File: src/rtl/clock_divider_bank_if.sv
// Purpose: control/status bundle of clock_divider_bank (enables, divisor write port, tick/wave/busy).
// Latency: none, wires only.
// Backpressure: none; the write port is a single-cycle strobe that is always accepted.
//
// Signals:
//   en      per-channel run enable
//   wr_en   divisor write strobe (one cycle)
//   wr_ch   target channel of a write
//   wr_div  new divisor value
//   tick    one-cycle pulse per channel at counter wrap
//   wave    50% duty square wave per channel
//   busy    shadow divisor pending per channel
//   sync    phase-align strobe, present only with CLKDIV_PHASE_SYNC_EN
interface clock_divider_bank_if #(
    parameter int N_CH = 4,
    parameter int W    = 28
);
    localparam int CHW = (N_CH > 1) ? $clog2(N_CH) : 1;

    logic [N_CH-1:0] en;
    logic            wr_en;
    logic [CHW-1:0]  wr_ch;
    logic [W-1:0]    wr_div;
    logic [N_CH-1:0] tick;
    logic [N_CH-1:0] wave;
    logic [N_CH-1:0] busy;
`ifdef CLKDIV_PHASE_SYNC_EN
    logic            sync;

    modport master (
        output en, wr_en, wr_ch, wr_div, sync,
        input  tick, wave, busy
    );
    modport slave (
        input  en, wr_en, wr_ch, wr_div, sync,
        output tick, wave, busy
    );
`else
    modport master (
        output en, wr_en, wr_ch, wr_div,
        input  tick, wave, busy
    );
    modport slave (
        input  en, wr_en, wr_ch, wr_div,
        output tick, wave, busy
    );
`endif
endinterface

File: src/rtl/clock_divider_bank.sv
// Purpose: N-channel programmable clock divider; per channel a one-cycle tick and a
//          50% square wave at f_clk/(2*div), divisors reloadable at runtime.
// Latency: tick/wave are registered, high the cycle after cnt==eff-1 is sampled.
// Backpressure: none; writes are always accepted, out-of-range channel writes dropped.
//
// Ports:
//   clk    system clock
//   reset  asynchronous reset, active-high
//   bus    clock_divider_bank_if.slave (en, wr_en, wr_ch, wr_div -> tick, wave, busy)
//
// Optional feature macro: CLKDIV_PHASE_SYNC_EN adds bus.sync, which forces every
// channel back to phase zero (cnt=0, wave=0) and loads the shadow divisors.
module clock_divider_bank #(
    parameter int           N_CH        = 4,
    parameter int           W           = 28,
    parameter logic [W-1:0] DEFAULT_DIV = W'(25_000_000)
) (
    input  logic                  clk,
    input  logic                  reset,
    clock_divider_bank_if.slave   bus
);

    logic [W-1:0]    cnt_q [N_CH];
    logic [W-1:0]    cnt_d [N_CH];
    logic [W-1:0]    act_q [N_CH];
    logic [W-1:0]    act_d [N_CH];
    logic [W-1:0]    shd_q [N_CH];
    logic [W-1:0]    shd_d [N_CH];
    logic [N_CH-1:0] tick_q, tick_d;
    logic [N_CH-1:0] wave_q, wave_d;
    logic [N_CH-1:0] busy_q, busy_d;

    logic [W-1:0]    eff [N_CH];
    logic [N_CH-1:0] wrap;
    logic [N_CH-1:0] wr_hit;

    for (genvar g = 0; g < N_CH; g++) begin : g_ch
        // A zero divisor would never wrap; treat it as divide-by-one.
        assign eff[g]    = (act_q[g] == '0) ? W'(1) : act_q[g];
        assign wrap[g]   = bus.en[g] && (cnt_q[g] == eff[g] - W'(1));
        // Only channel indices below N_CH exist, so an out-of-range wr_ch matches nothing.
        assign wr_hit[g] = bus.wr_en && (int'(bus.wr_ch) == g);
    end

    always_comb begin
        for (int i = 0; i < N_CH; i++) begin
            cnt_d[i]  = cnt_q[i];
            act_d[i]  = act_q[i];
            shd_d[i]  = shd_q[i];
            tick_d[i] = 1'b0;
            wave_d[i] = wave_q[i];
            busy_d[i] = busy_q[i];

            if (wr_hit[i]) begin
                shd_d[i]  = bus.wr_div;
                busy_d[i] = 1'b1;
            end

            // Period boundary (wrap) or idle channel: the pending divisor becomes active.
            // A write landing in that same cycle bypasses the shadow so it is not lost
            // for a whole period.
            if (!bus.en[i] || wrap[i]) begin
                cnt_d[i]  = '0;
                act_d[i]  = wr_hit[i] ? bus.wr_div : shd_q[i];
                busy_d[i] = 1'b0;
                if (wrap[i]) begin
                    tick_d[i] = 1'b1;
                    wave_d[i] = ~wave_q[i];
                end
            end else begin
                cnt_d[i] = cnt_q[i] + W'(1);
            end

`ifdef CLKDIV_PHASE_SYNC_EN
            // sync overrides wrap, bypass and en; a coincident write still lands in
            // the shadow and stays pending.
            if (bus.sync) begin
                cnt_d[i]  = '0;
                tick_d[i] = 1'b0;
                wave_d[i] = 1'b0;
                act_d[i]  = shd_q[i];
                busy_d[i] = wr_hit[i];
            end
`endif
        end
    end

    always_ff @(posedge clk or posedge reset) begin
        if (reset) begin
            for (int i = 0; i < N_CH; i++) begin
                cnt_q[i] <= '0;
                act_q[i] <= DEFAULT_DIV;
                shd_q[i] <= DEFAULT_DIV;
            end
            tick_q <= '0;
            wave_q <= '0;
            busy_q <= '0;
        end else begin
            for (int i = 0; i < N_CH; i++) begin
                cnt_q[i] <= cnt_d[i];
                act_q[i] <= act_d[i];
                shd_q[i] <= shd_d[i];
            end
            tick_q <= tick_d;
            wave_q <= wave_d;
            busy_q <= busy_d;
        end
    end

    assign bus.tick = tick_q;
    assign bus.wave = wave_q;
    assign bus.busy = busy_q;

endmodule
File: src/flat_wrapper.sv
// flat-port wrapper written by rule: the top's interface ports become plain ports
module clock_divider_bank_flat 
#(
    parameter int           N_CH        = 4,
    parameter int           W           = 28,
    parameter logic [W-1:0] DEFAULT_DIV = W'(25_000_000)
)
  (clk, reset, bus_en, bus_wr_en, bus_wr_ch, bus_wr_div, bus_tick, bus_wave, bus_busy);
  clock_divider_bank_if #(.N_CH(N_CH), .W(W)) bus_i ();
  input  logic clk;
  input  logic reset;
  input wire logic [$bits(bus_i.en)-1:0] bus_en;
  input wire logic [$bits(bus_i.wr_en)-1:0] bus_wr_en;
  input wire logic [$bits(bus_i.wr_ch)-1:0] bus_wr_ch;
  input wire logic [$bits(bus_i.wr_div)-1:0] bus_wr_div;
  output wire logic [$bits(bus_i.tick)-1:0] bus_tick;
  output wire logic [$bits(bus_i.wave)-1:0] bus_wave;
  output wire logic [$bits(bus_i.busy)-1:0] bus_busy;
  assign bus_i.en = bus_en;
  assign bus_i.wr_en = bus_wr_en;
  assign bus_i.wr_ch = bus_wr_ch;
  assign bus_i.wr_div = bus_wr_div;
  assign bus_tick = bus_i.tick;
  assign bus_wave = bus_i.wave;
  assign bus_busy = bus_i.busy;
  clock_divider_bank #(.N_CH(N_CH), .W(W), .DEFAULT_DIV(DEFAULT_DIV)) u_core (.clk(clk), .reset(reset), .bus(bus_i));
endmodule
File: config.mk
export PLATFORM = sky130hd
export DESIGN_NAME = clock_divider_bank_flat
export DESIGN_NICKNAME = d
export VERILOG_FILES = /design/src/rtl/clock_divider_bank_if.sv /design/src/rtl/clock_divider_bank.sv /design/src/flat_wrapper.sv
export SDC_FILE = /design/constraint.sdc
export NUM_CORES = 1
export LEC_CHECK = 0
export BUFFER_PORTS_ARGS = -buffer_cell sky130_fd_sc_hd__buf_2
export CAP_MARGIN = 20
export CORE_AREA = 2 2 190 192
export CTS_CLUSTER_SIZE = 25
export DETAILED_ROUTE_END_ITERATION = 10
export DIE_AREA = 0 0 192 194
export PLACE_DENSITY = 0.7
export SYNTH_ARGS = -nofsm -noshare
export SYNTH_HDL_FRONTEND = slang
export SYNTH_SLANG_ARGS = --single-unit
File: constraint.sdc
create_clock -name clk -period 23.6 [get_ports clk]
set_clock_uncertainty 0.1 [all_clocks]
set_input_delay 2.36 -clock clk [delete_from_list [all_inputs] [get_ports clk]]
set_output_delay 2.36 -clock clk [all_outputs]
set_load 0.01 [all_outputs]
Yosys cells after proc, flatten, opt, wreduce, memory -nomap -nowiden --
Cells that the tools add are included.
Storage, ports and cells: input port bits 37, logic and storage cells 97, register bits 348
Operators by class: equality and inequality tests 7, $add $sub $neg 8, mux-type cells 28, bitwise gates (word level) 4, reductions and logical operators 29
Operators by type and width (number):
- two-way mux 28 bit | 12
- adder 28 x 1 -> 28 bit (second input constant) | 4
- == test 28 bit | 4
- zero test 28 bit | 4
- subtractor 28 x 1 -> 28 bit (second input constant) | 4
- two-way mux 1 bit | 16
- logical AND 1 bit | 8
- AND reduction 2 bit | 4
- nonzero test 2 bit | 4
- == test 2 bit (second input constant) | 2
- zero test 1 bit | 4
- logical OR 1 bit | 4
- NOT 1 bit | 4
- == test 2 x 1 -> 1 bit (second input constant) | 1
- zero test 2 bit | 1

Logic depth before layout (Yosys ltp) --
depth after elaboration 7, mapped depth 18

Least setup slack after synthesis --
OpenSTA, ideal clock, no wires.
path kind register -> register, start point register u_core.act_q[106] in the netlist's numbering, end point register u_core.cnt_q[103] in the netlist's numbering, cell stages (with the launch flop) 18, setup slack 19051 ps, arrival 4328 ps, required time 23379 ps, path through dfstp_2 -> clkbuf_1 -> nor4_1 -> and4_1 -> clkbuf_1 -> a21oi_1 -> ha_1 -> or3b_2 -> nor4_2 -> nand4_1 -> xnor2_1 -> or4_1 -> nor4_1 -> a31o_2 -> buf_2 -> buf_2 -> buf_2 -> nor2_1
RTL lines:
- from (decl) | line clock_divider_bank.sv:25 | logic [W-1:0] act_q [N_CH];
- from (signal, indexed assignment) | line clock_divider_bank.sv:101 | act_q[i] <= act_d[i];
- to (signal, indexed assignment) | line clock_divider_bank.sv:100 | cnt_q[i] <= cnt_d[i];
- to (decl) | line clock_divider_bank.sv:23 | logic [W-1:0] cnt_q [N_CH];

Worst setup path in the final report --
start point register u_core.act_q[106] in the netlist's numbering, end point register u_core.act_q[109] in the netlist's numbering
Between the ends: cells in the longest elaborated chain, start to end 6
Ends and longest elaborated chain:
- zero test 28 bit | line clock_divider_bank.sv:39 | assign eff[g] = (act_q[g] == '0) ? W'(1) : act_q[g];
- two-way mux 28 bit (*) | line clock_divider_bank.sv:39
- subtractor 28 x 1 -> 28 bit (*) | line clock_divider_bank.sv:40 | assign wrap[g] = bus.en[g] && (cnt_q[g] == eff[g] - W'(1));
- == test 28 bit (*) | line clock_divider_bank.sv:40
- logical AND 1 bit (*) | line clock_divider_bank.sv:40
- logical OR 1 bit (*) | line clock_divider_bank.sv:62 | if (!bus.en[i] || wrap[i]) begin
Every way passes the cells marked *; elsewhere a longest branch is shown, timed or not. A chain may end at the register's enable or synchronous reset.

==> impl_metrics.env <==
export IMPL_ant_nets=0
export IMPL_placementRows=69
export IMPL_wl_met3_mm=1.92
export IMPL_final_area_sq_um=20200
export IMPL_drive_above_1_share_pct=27.2
export IMPL_ys_warn_count=0
export IMPL_critPathBufInv=1
export IMPL_dieHeight_microns=194
export IMPL_slowest_stage="nor4_2"
export IMPL_port_buffers=48
export IMPL_r2r_setup_slack_ns=18.09
export IMPL_worst_pin_slew_ns=1.00
export IMPL_grt_usage_pct=22.8
export IMPL_clock_sinks=348
export IMPL_yosysTopAreaCellShare_pct=34.4
export IMPL_cp_required_ns=23.91
export IMPL_wl_per_cell_microns=19.2
export IMPL_min_period_over_period_pct=23.4
export IMPL_synth_edf_count=0
export IMPL_nets=1748
export IMPL_finalSetupTns_ns=0
export IMPL_slowest_delay_ns=0.62
export IMPL_cts_root_buffer="clkbuf_16"
export IMPL_synth_top_flop_cell="dfrtp_1"
export IMPL_gp_congestion=0.915
export IMPL_clock_path_buffers=3
export IMPL_synth_cells=1667
export IMPL_max_slew_margin_pct=32.8
export IMPL_fmax_mhz=181
export IMPL_ys_seq_area_share_pct=48.1
export IMPL_arrival_ns=5.83
export IMPL_grt_pass1_wl_mm=68.0
export IMPL_dr_pass1_iters=5
export IMPL_post_cts_setup_buffers=0
export IMPL_vias_per_cell=5.86
export IMPL_cts_tree="yes"
export IMPL_dp_hpwl_mm=29.6
export IMPL_route_met2_wl_mm=19.7
export IMPL_cts_htree_levels=2
export IMPL_crit_fanout=40
export IMPL_cts_hold_buf=0
export IMPL_rsz0062_at_grt="no"
export IMPL_numCtsBuffers=37
export IMPL_p_leak_nw=8.18
export IMPL_via_count=12900
export IMPL_core_area_sq_um=35200
export IMPL_syn_area_sq_um=18300
export IMPL_routed_wl_mm=42.1
export IMPL_ys_async_sr_fraction_pct=100
export IMPL_synthTopCellsByArea="dfrtp_1 34%, mux2_2 14%, dfstp_2 14%"
export IMPL_period_needed_ns=5.51
export IMPL_peakVddDrop_uv=70.5
export IMPL_ys_seq_elements=348
export IMPL_dieArea_sq_um=37200
export IMPL_finalHoldViolations=0
export IMPL_clkLatencyLatePin_ns=0.53
export IMPL_placed_cell_area_sq_um=18900
export IMPL_hold_path_class="reg -> reg"
export IMPL_p_per_area_nw_per_um2=83.3
export IMPL_finalMaxSlewViolations=0
export IMPL_syn_area_per_cell_sq_um=11.0
export IMPL_start_util_pct=52.1
export IMPL_overflow=0
export IMPL_top_layer="met4"
export IMPL_fin_util_pct=57.3
export IMPL_cp_top_family="simple AND/OR/NAND/NOR gates"
export IMPL_wl_met1_mm=19.5
export IMPL_synth_cell_type_count=83
export IMPL_maxCapViolCount=0
export IMPL_antenna_found_initial=5
export IMPL_grt_pass1_vias=12800
export IMPL_area_growth_pct=9.92
export IMPL_cpMostUsedCell="nor4_1"
export IMPL_grt_max_degree=137
export IMPL_path_clk_slew_ns=0.06
export IMPL_drc=0
export IMPL_synth_top_area_cell="dfrtp_1"
export IMPL_start_kind="flop"
export IMPL_ios=49
export IMPL_setup_violations_final=0
export IMPL_initialDrtViolationCount=683
export IMPL_dieWidth_microns=192
export IMPL_worstSetupPathType="reg -> reg"
export IMPL_crit_chain="nor4_1, and4_1, a21oi_1, ha_1, or3b_2, nor4_2, nand4_1, xnor2_1, or4_1, nor4_1, a31o_2, buf_4, mux2_2"
export IMPL_syn_num_nets=1712
export IMPL_status="finished, final reports clean"
export IMPL_post_cts_resize_count=0
export IMPL_worstSetupEndpointType="flop"
## placed cells by master (no fill, tap or decap), types with 11 or more instances in the layout
master       n
clkbuf_16   37
dfstp_2     96
xor2_1     111
buf_4       15
nand2b_1    13
nor4_1      28
xnor2_1    114
a21oi_1     27
mux2i_1     11
and3_1      33
inv_1       32
or4_1       15
buf_2       48
dfrtp_1    252
nand2_1     59
mux2_2     226
and2_1      12
o21ai_0     29
nor3_1      35
nand3_1     55
or3_1       17
nor2_1     194
a31oi_1     18
nand4_1     49
and4_1      15
## metal layers
metal | global-route usage (%) | vias up
met1 | 32.1 | 6438
met4 | 6.39 | 0
met2 | 37.0 | 282
li1 | - | 6062
met5 | 0 | -
met3 | 3.06 | 68
## cell type report
class / count / area, sq um
antenna: 1 / 2.50
clock buffer: 55 / 1080
clock inverter: 12 / 124
fill: 3008 / 15100
inverter: 33 / 131
multi-input combinational: 1218 / 9010
sequential: 348 / 8830
tap: 461 / 577
timing repair buffer: 65 / 408
## path summary, 6_finish.rpt
kind / startpoint / to / depth (start not counted)
worst min-delay path: u_core.bus.wave[0] / u_core.bus.wave[0] / 1
worst max register to register: u_core.act_q[106] / u_core.act_q[109] / 13
max in group asynchronous: reset / u_core.act_q[62] / 6
worst max-delay path: u_core.act_q[106] / u_core.act_q[109] / 13
worst min register to register: u_core.bus.wave[0] / u_core.bus.wave[0] / 1
min in group asynchronous: reset / u_core.bus.wave[2] / 2
## registers in the layout, indices dropped and copies added (netlist names)
register         flops
u_core.act_q       112
u_core.bus.busy      4
u_core.bus.tick      4
u_core.bus.wave      4
u_core.cnt_q       112
u_core.shd_q       112
## synthesized netlist by cell type, types with 5 or more instances
cell,instances
dfrtp_1,252
mux2_2,226
nor2_1,194
xnor2_1,114
xor2_1,111
dfstp_2,96
nand2_1,59
nand3_1,55
nand4_1,49
clkbuf_1,39
nor3_1,35
and3_1,33
inv_1,33
o21ai_0,29
nor4_1,28
a21oi_1,27
a31oi_1,18
or3_1,17
and4_1,15
or4_1,15
nand2b_1,13
and2_1,12
mux2i_1,11
buf_2,10
o31ai_1,10
a211o_1,9
o211ai_1,9
ha_1,8
nand3b_1,8
a211oi_1,7
buf_6,7
nand4b_1,7
nor2b_1,6
nor3b_1,6
or2_2,6
o22ai_1,5
## report_power, final
part,switching (mW),internal [mW],total [mW]
clock,0.237,0.341,0.577
sequential,0.0917,0.707,0.799
combinational,0.153,0.150,0.303
## cell families after synthesis
| kind of cell | Yosys count | share of synthesized area [%] |
|---|---|---|
| flip-flops | 348 | 48.1 |
| adder cells (fa/ha/maj) | 8 | 0.546 |
| AND/OR/NAND/NOR | 581 | 16.7 |
| AO/OA/AOI/OAI | 167 | 6.56 |
| multiplexers | 237 | 14.5 |
| XOR/XNOR | 225 | 10.7 |
| buffers and inverters | 101 | 2.86 |
## per-stage QoR
stage                     std cells  hold WS (ns)  worst slack [ns]  power, mW
after floorplan                1667         0.367             11.65       1.02
after global placement         2123         0.359             18.30       1.10
after detailed placement       2123         0.361             18.20       1.11
after CTS                      2190         0.370             18.15       1.69
after global routing           2192         0.390             17.72       1.76
final                          2193         0.362             18.09       1.68
(Power assumes the default switching activity.)
